File: src/rtl/way_select_pipe_pkg.sv
`default_nettype none
// ============================================================================
//  Module      : way_select_pipe_pkg
//  Description : Shared widths and helpers for the N-way tag compare / select
//                path. Provides default tag width, data width and way count.
//  Revision    : 1.0 - initial release
// ============================================================================
package way_select_pipe_pkg;

    localparam int c_def_tag_w  = 20;
    localparam int c_def_data_w = 32;
    localparam int c_def_ways   = 4;

    // Ceiling log2 with a floor of 1 so a way index always has at least one bit.
    function automatic int clog2(input int n);
        int r;
        r = 0;
        for (int v = n - 1; v > 0; v = v >> 1) begin
            r = r + 1;
        end
        return (r < 1) ? 1 : r;
    endfunction

endpackage : way_select_pipe_pkg
`default_nettype wire

File: src/rtl/way_match.sv
`default_nettype none
// ============================================================================
//  Module      : way_match
//  Description : Combinational per-way tag compare with a lowest-index
//                priority encoder. Shared by the data and instruction caches.
//                Optional macro WAY_MULTIHIT_CHK_EN adds a multi-hit flag.
//  Revision    : 1.0 - initial release
// ============================================================================
module way_match
  import way_select_pipe_pkg::*;
#(
  parameter int TAG  = c_def_tag_w,
  parameter int WAYS = c_def_ways,
  parameter int WAYW = clog2(WAYS)
) (
  input  logic [TAG-1:0]      req_tag,
  input  logic [WAYS*TAG-1:0] way_tags,
  input  logic [WAYS-1:0]     way_valid,
  output logic [WAYS-1:0]     match,
  output logic                hit,
`ifdef WAY_MULTIHIT_CHK_EN
  output logic                multi_hit,
`endif
  output logic [WAYW-1:0]     hit_idx
);

  genvar gi;
  generate
    for (gi = 0; gi < WAYS; gi++) begin : g_cmp
      assign match[gi] = way_valid[gi] && (way_tags[gi*TAG +: TAG] == req_tag);
    end
  endgenerate

  assign hit = |match;

  // Lowest matching way wins: scan downward so the smallest index is written last.
  always_comb begin
    hit_idx = '0;
    for (int i = WAYS - 1; i >= 0; i--) begin
      if (match[i]) hit_idx = WAYW'(i);
    end
  end

`ifdef WAY_MULTIHIT_CHK_EN
  logic w_seen;

  // Flag a second match once any earlier way has already matched.
  always_comb begin
    w_seen    = 1'b0;
    multi_hit = 1'b0;
    for (int i = 0; i < WAYS; i++) begin
      if (match[i]) begin
        if (w_seen) multi_hit = 1'b1;
        w_seen = 1'b1;
      end
    end
  end
`endif

endmodule : way_match
`default_nettype wire

File: src/rtl/way_select_pipe.sv
`default_nettype none
// ============================================================================
//  Module      : way_select_pipe
//  Description : N-way tag compare, hit-way encode and data select with one
//                valid/ready registered stage and a round-robin refill victim
//                pointer. Optional macro WAY_MULTIHIT_CHK_EN adds MultiHit.
//  Revision    : 1.0 - initial release
// ============================================================================
module way_select_pipe
  import way_select_pipe_pkg::*;
#(
  parameter int TAG       = c_def_tag_w,
  parameter int DATAWIDTH = c_def_data_w,
  parameter int WAYS      = c_def_ways
) (
  input  logic                      Clk,
  input  logic                      Reset_N,
  input  logic                      InValid,
  output logic                      InReady,
  input  logic [TAG-1:0]            ReqTag,
  input  logic [WAYS*TAG-1:0]       WayTags,
  input  logic [WAYS-1:0]           WayValid,
  input  logic [WAYS*DATAWIDTH-1:0] WayData,
  output logic                      OutValid,
  input  logic                      OutReady,
  output logic                      Hit,
  output logic [clog2(WAYS)-1:0]    HitWay,
  output logic [DATAWIDTH-1:0]      OutData,
`ifdef WAY_MULTIHIT_CHK_EN
  output logic                      MultiHit,
`endif
  output logic [clog2(WAYS)-1:0]    VictimWay
);

  localparam int WAYW = clog2(WAYS);

  logic [WAYS-1:0]      w_match;
  logic                 w_hit;
  logic [WAYW-1:0]      w_hit_idx;
  logic [DATAWIDTH-1:0] w_sel_data;
  logic                 w_free_found;
  logic [WAYW-1:0]      w_free_idx;
  logic [WAYW-1:0]      w_victim;
  logic                 w_accept;
  logic                 w_rr_step;
  logic [WAYW-1:0]      w_rr_next;

  logic                 r_valid;
  logic                 r_hit;
  logic [WAYW-1:0]      r_hit_way;
  logic [DATAWIDTH-1:0] r_data;
  logic [WAYW-1:0]      r_victim;
  logic [WAYW-1:0]      r_rr;

`ifdef WAY_MULTIHIT_CHK_EN
  logic w_multi;
  logic r_multi;
`endif

  way_match #(
    .TAG  (TAG),
    .WAYS (WAYS),
    .WAYW (WAYW)
  ) u_way_match (
    .req_tag   (ReqTag),
    .way_tags  (WayTags),
    .way_valid (WayValid),
    .match     (w_match),
    .hit       (w_hit),
`ifdef WAY_MULTIHIT_CHK_EN
    .multi_hit (w_multi),
`endif
    .hit_idx   (w_hit_idx)
  );

  // A held result blocks new work until the consumer takes it.
  assign InReady  = !r_valid || OutReady;
  assign w_accept = InValid && InReady;

  // Data of the lowest matching way; zero when nothing matches.
  always_comb begin
    w_sel_data = '0;
    for (int i = WAYS - 1; i >= 0; i--) begin
      if (w_match[i]) w_sel_data = WayData[i*DATAWIDTH +: DATAWIDTH];
    end
  end

  // Prefer refilling the lowest invalid way; fall back to round-robin only when the set is full.
  always_comb begin
    w_free_found = 1'b0;
    w_free_idx   = '0;
    for (int i = WAYS - 1; i >= 0; i--) begin
      if (!WayValid[i]) begin
        w_free_found = 1'b1;
        w_free_idx   = WAYW'(i);
      end
    end
  end

  assign w_victim  = w_hit ? '0 : (w_free_found ? w_free_idx : r_rr);
  assign w_rr_step = w_accept && !w_hit && !w_free_found;
  assign w_rr_next = (r_rr == WAYW'(WAYS - 1)) ? '0 : r_rr + 1'b1;

  // Result register: load on accept, drop valid on drain, otherwise hold.
  always_ff @(posedge Clk) begin
    if (!Reset_N) begin
      r_valid   <= 1'b0;
      r_hit     <= 1'b0;
      r_hit_way <= '0;
      r_data    <= '0;
      r_victim  <= '0;
      r_rr      <= '0;
`ifdef WAY_MULTIHIT_CHK_EN
      r_multi   <= 1'b0;
`endif
    end else begin
      if (w_accept) begin
        r_valid   <= 1'b1;
        r_hit     <= w_hit;
        r_hit_way <= w_hit_idx;
        r_data    <= w_sel_data;
        r_victim  <= w_victim;
`ifdef WAY_MULTIHIT_CHK_EN
        r_multi   <= w_multi;
`endif
      end else if (OutReady) begin
        r_valid   <= 1'b0;
      end
      if (w_rr_step) r_rr <= w_rr_next;
    end
  end

  assign OutValid  = r_valid;
  assign Hit       = r_hit;
  assign HitWay    = r_hit_way;
  assign OutData   = r_data;
  assign VictimWay = r_victim;
`ifdef WAY_MULTIHIT_CHK_EN
  assign MultiHit  = r_multi;
`endif

endmodule : way_select_pipe
`default_nettype wire
File: config.mk
export PLATFORM = sky130hd
export DESIGN_NAME = way_select_pipe
export DESIGN_NICKNAME = d
export VERILOG_FILES = /design/src/rtl/way_select_pipe_pkg.sv /design/src/rtl/way_match.sv /design/src/rtl/way_select_pipe.sv
export SDC_FILE = /design/constraint.sdc
export NUM_CORES = 1
export LEC_CHECK = 0
export ABC_AREA = 1
export BUFFER_PORTS_ARGS = -buffer_cell sky130_fd_sc_hd__clkbuf_2
export CAP_MARGIN = 25
export CORE_AREA = 3 3 109 101
export DETAILED_ROUTE_END_ITERATION = 10
export DIE_AREA = 0 0 112 104
export GPL_TIMING_DRIVEN = 0
export MAX_ROUTING_LAYER = met4
export PLACE_DENSITY = 0.85
export SLEW_MARGIN = 20
export SYNTH_ARGS = -nofsm -noshare
export SYNTH_HDL_FRONTEND = slang
export SYNTH_SLANG_ARGS = --single-unit
export TNS_END_PERCENT = 20
File: constraint.sdc
create_clock -name Clk -period 4.1 [get_ports Clk]
set_clock_uncertainty 0.1 [all_clocks]
set_input_delay 0.205 -clock Clk [delete_from_list [all_inputs] [get_ports Clk]]
set_output_delay 0.205 -clock Clk [all_outputs]
set_load 0.01 [all_outputs]
==> impl_metrics.toml <==
[worst_setup_path]
cp_max_fo = 10
rr_worst_depth = 8
slowest_delay_ns = 0.47
crit_chain = "nand2_1, nand2_1, clkbuf_1, buf_1, nand2_1, nand2_1, nand2_1, a21oi_2"
cp-start-kind = "register"
endpoint_kind = "register"
crit_slowest_cell = "buf_1"
critPathKind = "reg -> reg"
crit_required_ns = 4.22
crit_path_frequent_cell = "nand2_1"
crit_arrival_ns = 2.12

[floorplanning]
start_util = 0.494
chipWidth_um = 112
dieArea_mm2 = 0.0116
ios = 275
die_y_um = 104
core_mm2 = 0.0100
fp-row-count = 35

[finish]
finalNetCount = 1481
diodes = 0
fillers = 1051
area_growth_pct = 33.4
layout-drive-gt1-share = 0.336
finish.instance_area_mm2 = 0.00661
fin_cells = 1374
mostFrequentLayoutCells = "442 x nand2_1, 274 x clkbuf_2, 128 x nor2_1, 112 x inv_1, 62 x nand2_2"
final_util = 0.659
final_common_cell = "nand2_1"

[sta]
rsz0062_at_grt = "false"
tightest_slew_ns = 0.735
min_period_ns = 2.00
hold_ws_ns = 0.0639
hold_viol = 0
post-route-period-util = 0.488
max_freq_ghz = 0.500
maxSlewViolCount = 0
fin_ws_ns = 2.10
setup_tns_ns = 0
slew_headroom = 0.510
setup_viol = 0

[global_routing]
grt_pass1_wl_um = 27800
first_global_vias = 5752
antenna_found_initial = 0
track_usage = 0.299
grt_max_degree = 14
overflow = 0

[clocking]
cts.sinks = 40
cts_resized = 0
numCtsBuffers = 5
hold_buffers = 0
path_clk_slew_ns = 0.08
post_cts_buffers = 0
cts_buffer_depth = 2
cts_tree = "done"
clk_latency_ns = 0.29
htreeDepth = 2
cts-root-buf = "clkbuf_8"

[place]
dp_slack_ns = 2.06
place_inst = 1366
post-dp-hpwl_um = 15200
dpl_cell_area_mm2 = 0.00648
portBuffers = 274
gp_congestion = 1.05

[synth]
syn_avg_cell_area_um2 = 5.14
yosysWarnings = 0
netlist-cell-type-count = 37
synth_area_leader_cell = "nand2_1"
synth.area.top_cells = "nand2_1 34%, dfxtp_1 16%, nor2_1 9.7%"
synth_top_area_frac = 0.335
syn_inst = 963
synthesis.area_mm2 = 0.00495
synth.net_count = 1200
seq_area_frac_synth = 0.162
synth-seq-cells = 40

[routing]
drt-initial-drc-count = 549
antenna_left = 0
dr.pass1.iters = 6
viasPerCell = 4.74
drcViolationCount = 0
totalWireLength_um = 18100
via_count = 6509
post_drt_wl_per_cell_um = 13.1

[power]
p_per_area_mw_per_mm2 = 187
power_mw = 1.23
ir_drop_mv = 0.159
p_leak_nw = 4.17

[hold_path]
worst_hold_path_type = "in -> reg"
whs_path_depth = 3

[status]
outcome = "completed"

[job]
cap_violations = 0
-- layer usage --
| layer | vias up | global-route usage | share of wire |
|---|---|---|---|
| met5 | - | - | 0 |
| met4 | 0 | 0.0738 | 0.021 |
| met3 | 31 | 0.0436 | 0.083 |
| met2 | 310 | 0.503 | 0.47 |
| met1 | 2743 | 0.379 | 0.43 |
| li1 | 3425 | - | - |
-- Yosys cell counts (all sizes together) --
library cell,instances
xnor2,8
dfxtp,40
nand2,505
nand2b,1
nand3b,3
or2,3
inv,126
buf,23
clkinv,1
nor2,132
nor3,2
a21boi,1
o21ai,14
a21oi,40
nand4,2
xor2,4
ha,1
clkbuf,10
nand3,44
o221a,1
o211ai,1
a31oi,1
-- path summary, 6_finish.rpt --
| check | from | to | slack, ns |
|---|---|---|---|
| setup reg to reg | OutValid$_SDFFE_PN0P_ | OutData[1]$_SDFFE_PN0P_ | 2.10 |
| hold / removal | Reset_N | r_rr[1]$_SDFFE_PN0P_ | 0.06 |
| hold reg to reg | HitWay[1]$_SDFFE_PN0P_ | HitWay[1]$_SDFFE_PN0P_ | 0.38 |
| setup / recovery | OutValid$_SDFFE_PN0P_ | OutData[1]$_SDFFE_PN0P_ | 2.10 |
-- sequential cells by signal, summed over array words and instances (netlist names) --
name / flops
Hit: 1
OutData: 32
r_rr: 2
OutValid: 1
VictimWay: 2
HitWay: 2
-- report_power, final --
| part | switching (mW) | internal [mW] |
|---|---|---|
| clock | 0.151 | 0.199 |
| combinational | 0.274 | 0.199 |
| sequential | 0.00797 | 0.403 |
| total | 0.433 | 0.801 |
-- area by class of cell --
| class | count | area, µm² | share of cell area |
|---|---|---|---|
| timing repair buffer | 274 | 1370 | 0.208 |
| buffer | 33 | 241 | 0.0366 |
| inverter | 127 | 484 | 0.0733 |
| clock inverter | 2 | 38.8 | 0.00587 |
| clock buffer | 6 | 82.6 | 0.0125 |
| sequential | 40 | 801 | 0.121 |
| multi-input combinational | 763 | 3430 | 0.519 |
| tap | 129 | 161 | 0.0244 |
-- kinds of logic (layout without fill, tap and decap cells) --
kind of cell               after synthesis  count (layout)  share of synthesized area
xor gates and xnor gates                12              12                     0.0212
and+or+nand+nor                        692             692                      0.584
AOI/OAI and AO/OA                       58              58                     0.0839
adders and majority gates                1               1                    0.00253
DFF                                     40              40                      0.162
buffers and inverters                  160             442                      0.147
-- critical path, delay by kind of cell (launching register included) --
| family | cells | cell delay, ns |
|---|---|---|
| flip-flops | 1 | 0.33 |
| buffers and inverters | 2 | 0.89 |
| AO/OA/AOI/OAI | 1 | 0.14 |
| AND/OR/NAND/NOR | 5 | 0.46 |
(Power assumes the default switching activity.)
